--- src/rtl/mem_arb_pkg.sv ---
// Shared types for the fetch/data memory port arbiter.
package mem_arb_pkg;

  typedef enum logic [1:0] {
    IDLE,
    ISSUE,
    WAIT,
    DONE
  } state_t;

  typedef enum logic [1:0] {
    OWN_NONE,
    OWN_I,
    OWN_D
  } owner_t;

endpackage

--- src/rtl/mem_arb_pick.sv ---
// Combinational priority picker: data first, fetch forced after MAX_SKIP
// consecutive data grants taken while a fetch was waiting.
module mem_arb_pick
  import mem_arb_pkg::*;
#(
  parameter int MAX_SKIP = 4,
  parameter int SKIP_W   = 3
) (
  input  logic              i_req,
  input  logic              d_req,
  input  logic [SKIP_W-1:0] skip_cnt,
  output owner_t            grant,
  output logic [SKIP_W-1:0] skip_nxt
);

  localparam logic [SKIP_W-1:0] SKIP_MAX = SKIP_W'(MAX_SKIP);

  function automatic logic [SKIP_W-1:0] sat_inc(input logic [SKIP_W-1:0] v);
    return (v >= SKIP_MAX) ? SKIP_MAX : v + 1'b1;
  endfunction

  logic starved;

  always_comb begin
    grant    = OWN_NONE;
    skip_nxt = skip_cnt;
    starved  = (skip_cnt == SKIP_MAX);
    if (d_req && !(i_req && starved)) begin
      grant = OWN_D;
      if (i_req) skip_nxt = sat_inc(skip_cnt);
    end else if (i_req) begin
      grant    = OWN_I;
      skip_nxt = '0;
    end
  end

endmodule

--- src/rtl/mem_port_arbiter.sv ---
// Shares one single-port memory between instruction fetch and load/store,
// with one outstanding transaction and bounded fetch starvation.
module mem_port_arbiter
  import mem_arb_pkg::*;
#(
  parameter int ADDR_W   = 32,
  parameter int DATA_W   = 64,
  parameter int MAX_SKIP = 4
) (
  input  logic                  clk,
  input  logic                  reset,
  input  logic                  i_req,
  input  logic [ADDR_W-1:0]     i_addr,
  output logic                  i_done,
  output logic [DATA_W-1:0]     i_rdata,
  input  logic                  d_req,
  input  logic                  d_we,
  input  logic [ADDR_W-1:0]     d_addr,
  input  logic [DATA_W-1:0]     d_wdata,
  input  logic [DATA_W/8-1:0]   d_wstrb,
  output logic                  d_done,
  output logic [DATA_W-1:0]     d_rdata,
  output logic                  mem_req,
  output logic                  mem_we,
  output logic [ADDR_W-1:0]     mem_addr,
  output logic [DATA_W-1:0]     mem_wdata,
  output logic [DATA_W/8-1:0]   mem_wstrb,
  input  logic                  mem_ready,
  input  logic                  mem_rvalid,
  input  logic [DATA_W-1:0]     mem_rdata
);

  localparam int STRB_W = DATA_W / 8;
  localparam int SKIP_W = (MAX_SKIP < 1) ? 1 : $clog2(MAX_SKIP + 1);

  state_t              state_q;
  owner_t              owner_q;
  owner_t              grant_d;
  logic [SKIP_W-1:0]   skip_q;
  logic [SKIP_W-1:0]   skip_d;
  logic                we_q;
  logic                i_done_q;
  logic                d_done_q;
  logic [DATA_W-1:0]   i_rdata_q;
  logic [DATA_W-1:0]   d_rdata_q;
  logic                mem_req_q;
  logic                mem_we_q;
  logic [ADDR_W-1:0]   mem_addr_q;
  logic [DATA_W-1:0]   mem_wdata_q;
  logic [STRB_W-1:0]   mem_wstrb_q;

  mem_arb_pick #(
    .MAX_SKIP (MAX_SKIP),
    .SKIP_W   (SKIP_W)
  ) u_pick (
    .i_req    (i_req),
    .d_req    (d_req),
    .skip_cnt (skip_q),
    .grant    (grant_d),
    .skip_nxt (skip_d)
  );

  // The mem_* registers double as the grant latch; they are only non-zero in ISSUE.
  always_ff @(posedge clk) begin
    if (reset) begin
      state_q     <= IDLE;
      owner_q     <= OWN_NONE;
      skip_q      <= '0;
      we_q        <= 1'b0;
      i_done_q    <= 1'b0;
      d_done_q    <= 1'b0;
      i_rdata_q   <= '0;
      d_rdata_q   <= '0;
      mem_req_q   <= 1'b0;
      mem_we_q    <= 1'b0;
      mem_addr_q  <= '0;
      mem_wdata_q <= '0;
      mem_wstrb_q <= '0;
    end else begin
      i_done_q <= 1'b0;
      d_done_q <= 1'b0;
      case (state_q)
        IDLE: begin
          if (grant_d != OWN_NONE) begin
            state_q   <= ISSUE;
            owner_q   <= grant_d;
            skip_q    <= skip_d;
            mem_req_q <= 1'b1;
            if (grant_d == OWN_D) begin
              we_q        <= d_we;
              mem_we_q    <= d_we;
              mem_addr_q  <= d_addr;
              mem_wdata_q <= d_wdata;
              mem_wstrb_q <= d_wstrb;
            end else begin
              we_q        <= 1'b0;
              mem_we_q    <= 1'b0;
              mem_addr_q  <= i_addr;
              mem_wdata_q <= '0;
              mem_wstrb_q <= '0;
            end
          end
        end
        ISSUE: begin
          if (mem_ready) begin
            state_q     <= WAIT;
            mem_req_q   <= 1'b0;
            mem_we_q    <= 1'b0;
            mem_addr_q  <= '0;
            mem_wdata_q <= '0;
            mem_wstrb_q <= '0;
          end
        end
        WAIT: begin
          if (mem_rvalid) begin
            state_q <= DONE;
            if (owner_q == OWN_I) begin
              i_rdata_q <= mem_rdata;
              i_done_q  <= 1'b1;
            end else begin
              if (!we_q) d_rdata_q <= mem_rdata;
              d_done_q <= 1'b1;
            end
          end
        end
        DONE: begin
          state_q <= IDLE;
          owner_q <= OWN_NONE;
        end
        default: state_q <= IDLE;
      endcase
    end
  end

  assign i_done    = i_done_q;
  assign d_done    = d_done_q;
  assign i_rdata   = i_rdata_q;
  assign d_rdata   = d_rdata_q;
  assign mem_req   = mem_req_q;
  assign mem_we    = mem_we_q;
  assign mem_addr  = mem_addr_q;
  assign mem_wdata = mem_wdata_q;
  assign mem_wstrb = mem_wstrb_q;

endmodule

--- config.mk ---
export PLATFORM = sky130hd
export DESIGN_NAME = mem_port_arbiter
export DESIGN_NICKNAME = d
export VERILOG_FILES = /design/src/rtl/mem_arb_pkg.sv /design/src/rtl/mem_arb_pick.sv /design/src/rtl/mem_port_arbiter.sv
export SDC_FILE = /design/constraint.sdc
export NUM_CORES = 1
export LEC_CHECK = 0
export ABC_AREA = 1
export BUFFER_PORTS_ARGS = -buffer_cell sky130_fd_sc_hd__buf_2
export CAP_MARGIN = 20
export CORE_AREA = 2 2 173 175
export CTS_CLUSTER_SIZE = 24
export DETAILED_ROUTE_END_ITERATION = 8
export DIE_AREA = 0 0 175 177
export GPL_TIMING_DRIVEN = 0
export PLACE_DENSITY = 0.65
export RECOVER_POWER = 100
export SKIP_LAST_GASP = 1
export SLEW_MARGIN = 20
export SYNTH_ARGS = -nofsm -noshare
export SYNTH_HDL_FRONTEND = slang
export SYNTH_HIERARCHICAL = 1
export SYNTH_SLANG_ARGS = --single-unit
--- constraint.sdc ---
create_clock -name clk -period 3.6 [get_ports clk]
set_clock_uncertainty 0.15 [all_clocks]
set_input_delay 0.18 -clock clk [delete_from_list [all_inputs] [get_ports clk]]
set_output_delay 0.18 -clock clk [all_outputs]
set_load 0.005 [all_outputs]
# Word level (Yosys, flattened, before mapping)
# Cells that the tools add are included.
# word_totals
register_bits	244
inputBits	207
output_inout_bits	236
wordCells	75
# op_classes
n_addsub	1
order_cmp	1
eq_ne	9
n_mux	32
bitwise_logic	4
reduce_logical	15
# ops
op	n
$mux 64	3
$pmux 64 s2	1
$mux 32	3
$pmux 32 s2	1
$mux 8	3
$pmux 8 s2	1
$mux 3	4
$reduce_and 3->1	4
$mux 2	5
$pmux 2 s4	1
$mux 1	7
$eq 2x2->1 const B	3
$ne 2x2->1 const B	3
$reduce_bool 2->1	3
$eq 2x1->1 const B	2
$not 1->1	4
$pmux 1 s2	2
$pmux 2 s2	1
$reduce_and 2->1	2
$reduce_and 4->1	1
$add 3x1->3 const B	1
$eq 3x3->1 const B	1
$ge 3x3->1 const B	1
$reduce_or 3->1	1
other kinds (3)	4

# Logic depth before layout (Yosys ltp)
# depth
word_depth	9
ltp_mapped	14
ltp_nobuf	11

# Modules after synthesis
# Netlist, hierarchy kept.
# modules_own_cells
mod	n_inst	cells_each	area_per_inst_um2	seq_area_each_um2
mem_port_arbiter	1	1443	10062.2	4884.7
mem_arb_pick	1	17	100.1	0.0

# Worst setup path after synthesis
# No wires, ideal clock.
# synth_path
path_type	flip-flop to flip-flop
startpoint	register skip_q[0]
endpoint	register mem_wdata_q[46], in the netlist mem_wdata[46]
setup_time_ns	0.113
arrival_time_ns	1.576
required_time_ns	3.337
path_slack_ns	1.761
path_stages_with_launch	14
n_path_buf	3
synth_period_minus_slack_ns	1.839
path_cell_list	dfxtp_1 inv_1 ha_1 nand3_1 nand2_1 inv_1 buf_6 nor2_4 nand2_4 nand3_2 buf_4 buf_4 nor2_1 nor2_1
# synth_via
elab_chain_len	9
elab_cells_between_ends	12
cone_classes	3 x eq/ne; 4 x mux; 5 x reduce/logical
# synth_lines
item	line_no	text
start: declaration	mem_port_arbiter.sv:39	logic [SKIP_W-1:0] skip_q;
start signal: assignment	mem_port_arbiter.sv:87	skip_q <= skip_d;
$eq 3x3->1 (*)	mem_arb_pick.sv:27	starved = (skip_cnt == SKIP_MAX);
$logic_and 1x1->1 (*)	mem_arb_pick.sv:28	if (d_req && !(i_req && starved)) begin
$logic_not 1->1 (*)	mem_arb_pick.sv:28	
$logic_and 1x1->1 (*)	mem_arb_pick.sv:28	
$mux 2 (*)	mem_arb_pick.sv:28	
named net grant_d[1]	mem_port_arbiter.sv:38	owner_t grant_d;
$eq 2x2->1	mem_port_arbiter.sv:89	if (grant_d == OWN_D) begin
$mux 64	mem_port_arbiter.sv:89	
$mux 64	mem_port_arbiter.sv:84	if (grant_d != OWN_NONE) begin
$pmux 64 s2	mem_port_arbiter.sv:82	case (state_q)
end signal: assignment	mem_port_arbiter.sv:93	mem_wdata_q <= d_wdata;
end: declaration	mem_port_arbiter.sv:49	logic [DATA_W-1:0] mem_wdata_q;
# The timed path passes the listed nets; every way through them passes the cells marked *. The select of a mux whose other input is x is not followed.
# A chain may end at the register's enable or synchronous reset.

# Final worst setup path
# layout_path
startpoint	register skip_q[0]
endpoint	register mem_req_q, in the netlist mem_req
# layout_via
elab_chain_len	8
# layout_lines
item	line_no	text
$eq 3x3->1	mem_arb_pick.sv:27	
$logic_and 1x1->1	mem_arb_pick.sv:28	
$logic_not 1->1	mem_arb_pick.sv:28	
$logic_and 1x1->1	mem_arb_pick.sv:28	
$mux 2	mem_arb_pick.sv:28	
named net grant_d[1]	mem_port_arbiter.sv:38	
$reduce_bool 2->1	mem_port_arbiter.sv:84	
$ne 2x2->1 (no line)	--	
$reduce_and 3->1 (no line)	--	
end signal: assignment	mem_port_arbiter.sv:74	mem_req_q <= 1'b0;
end signal: assignment	mem_port_arbiter.sv:88	mem_req_q <= 1'b1;
end signal: assignment	mem_port_arbiter.sv:107	mem_req_q <= 1'b0;
end: declaration	mem_port_arbiter.sv:46	logic mem_req_q;
# The timed path passes the listed nets, and every way through them passes these cells.

==> reports/metrics.csv <==
stage,metric,value,unit
timing,slew_headroom,0.434,
synthesis,yosys_warnings,6,
drt,dr.pass1.iters,5,
cells_and_area,layout-drive-gt1-share,0.162,
setup_path,path_max_fanout,10,
floorplanning,die_area,31000,um2
clock_tree,ctsHoldBuffers,206,
timing,layout_min_cycle_time,3.00,ns
cells_and_area,multiInputGateArea,4320,um2
drt,drt-total-wl,39700,um
drt,via_count,12000,
drt,dr_wl_met3,2950,um
cells_and_area,nFillCells,2901,
timing,drv_slew,0,
clock_tree,cts_tree,built,
floorplanning,rows,63,
synthesis,syn_area_per_cell,6.96,um2
setup_path,arrival,3.23,ns
pwr,ir_worst_vdd,0.372,mV
floorplanning,start_util,0.347,
synthesis,syn_area,10200,um2
drt,top_layer,met4,
synthesis,yosys-top-cells-area,"dfxtp_1, nand2_1, nor2_1",
floorplanning,dieHeight,177,um
setup_path,worstPathRequired,3.83,ns
floorplanning,io_pins,443,
synthesis,syn_inst,1460,
synthesis,synth_seq_cells,244,
setup_path,end_kind,flop,
clock_tree,cts-root-buf,clkbuf_16,
synthesis,yosysSeqAreaShare,0.481,
drt,wl_met1,16000,um
pwr,power_leakage,7.17,nW
global_route,antenna_found_initial,2,
run,cap_violations,0,
cells_and_area,final_common_cell,nand2_1,
clock_tree,clk_pin_slew,0.06,ns
timing,rsz0062_at_grt,no,
timing,fin_tns_setup,0,ns
setup_path,cp-start-kind,flop,
placed_design,numPlacedInstances,2291,
global_route,grt_util_all_layers,0.245,
clock_tree,htreeDepth,1,
synthesis,synth_top_area_cell,dfxtp_1,
global_route,grt_pass1_vias,11700,
setup_path,path_class,reg2reg,
drt,drt_first_iter_violations,671,
placed_design,hpwl,28000,um
drt,wire_per_inst,15.6,um
drt,met2WireLength,18900,um
clock_tree,cts_setup_buffers,0,
placed_design,dpl_cell_area,12900,um2
clock_tree,clk_latency,0.54,ns
hold_path,hp-class,in2reg,
synthesis,synth_top_area_frac,0.481,
cells_and_area,final_util,0.529,
cells_and_area,areaGrowthSynthToFinish,52.3,%
timing,period_share,0.833,
global_route,grt_pass1_wl,60700,um
cells_and_area,final-seq-area,4880,um2
clock_tree,cts_buffers,27,
global_route,grt_overflow,0,
placed_design,io_buffers,441,
clock_tree,post_cts_resized,0,
cells_and_area,final_nets,2349,
timing,fmax,333,MHz
drt,viasPerCell,4.69,
synthesis,synth.distinct_cells,25,
clock_tree,clk_path_buf_depth,3,
pwr,pwr_density_cell,611,nW/um2
cells_and_area,design_area,15500,um2
outcome,outcome,"complete, no violations",
timing,hold_violations,0,
drt,antenna_left,0,
floorplanning,die_x,175,um
floorplanning,fp.coreArea,29200,um2
timing,tightest_slew,0.848,ns
placed_design,place.gp.congestion,0.940,
synthesis,synth_fp_nets,1673,
clock_tree,numClockSinks,244,
drt,drcViolationCount,0,
timing,finalSetupViolCount,0,
cells_and_area,final_cell_mix,"nand2_1, nor2_1, buf_2",
global_route,grt_max_degree,14,
cells_and_area,finalNonFillerCells,2546,
pwr,power,9.46,mW
==> critical path, stage by stage, from the launching register on <==
cell and delay, ns:
dfxtp_1 0.37, inv_1 0.08, ha_1 0.21, nand3_1 0.08
nand2_1 0.08, inv_1 0.05, clkbuf_1 0.43, nor2_4 0.06
nand2_1 0.46, nand3_1 0.21, buf_6 0.22, clkbuf_1 0.25
nand2_1 0.12, a21oi_1 0.06
==> routing by layer <==
metal  GRT usage  up-vias
li1            -     5935
met1       0.281     5399
met2       0.438      502
met3      0.0556      117
met4       0.101        0
met5           0        -
==> layout make-up <==
class / count / area share
antenna: 2 / 0.000323
inverter: 97 / 0.0238
clock inverter: 5 / 0.00348
timing repair buffer: 647 / 0.261
clock buffer: 42 / 0.0505
buffer: 107 / 0.0344
sequential: 244 / 0.316
multi-input combinational: 1012 / 0.279
tap: 390 / 0.0315
==> path summary, 6_finish.rpt <==
kind | startpoint | endpoint | slack (ns) | depth (start not counted)
min | reset | mem_addr[9] | 0.12 | 3
min reg2reg | mem_addr[19] | mem_addr[19] | 0.31 | 2
max reg2reg | skip_q[0] | mem_req | 0.60 | 13
max | skip_q[0] | mem_req | 0.60 | 13
==> state kept, by name, indices dropped and copies added, names as in the netlist, 2 cells and up <==
name       flops
d_rdata       64
i_rdata       64
mem_wdata     64
mem_addr      32
mem_wstrb      8
skip_q         3
owner_q        2
state_q        2
==> where the power goes <==
group	leakage (nW)	switching (mW)	internal [mW]	total [mW]
clock network	0.411	1.10	1.55	2.65
logic	4.77	2.06	1.31	3.37
registers	1.99	0.259	3.18	3.44
==> cell usage after synthesis (all sizes together) <==
cell type and instances:
nand4 1, clkbuf 34, nor2 326, nand3b 1, buf 73, nand3 175
o21bai 1, o21ai 65, a21oi 105, nand2 330, nor3 1, a21boi 1
dfxtp 244, ha 6, inv 97
==> per-stage QoR <==
step	hold WS, ns	worst slack [ns]
after CTS	0.0851	0.892
after global placement	0.271	1.44
final	0.120	0.601
after detailed placement	0.275	1.37
after floorplan	0.165	1.76
after global routing	0.144	0.326
==> cells by family (layout without fill, tap and decap cells) <==
logic type      Yosys count  after routing  share of synthesized area
compound gates          172            172                     0.0856
other cells               0              2                          0
flops                   244            244                      0.481
buf+inv                 204            898                     0.0923
simple gates            834            834                      0.334
fa+ha+maj                 6              6                    0.00739
Power figures use the tool's default switching activity.
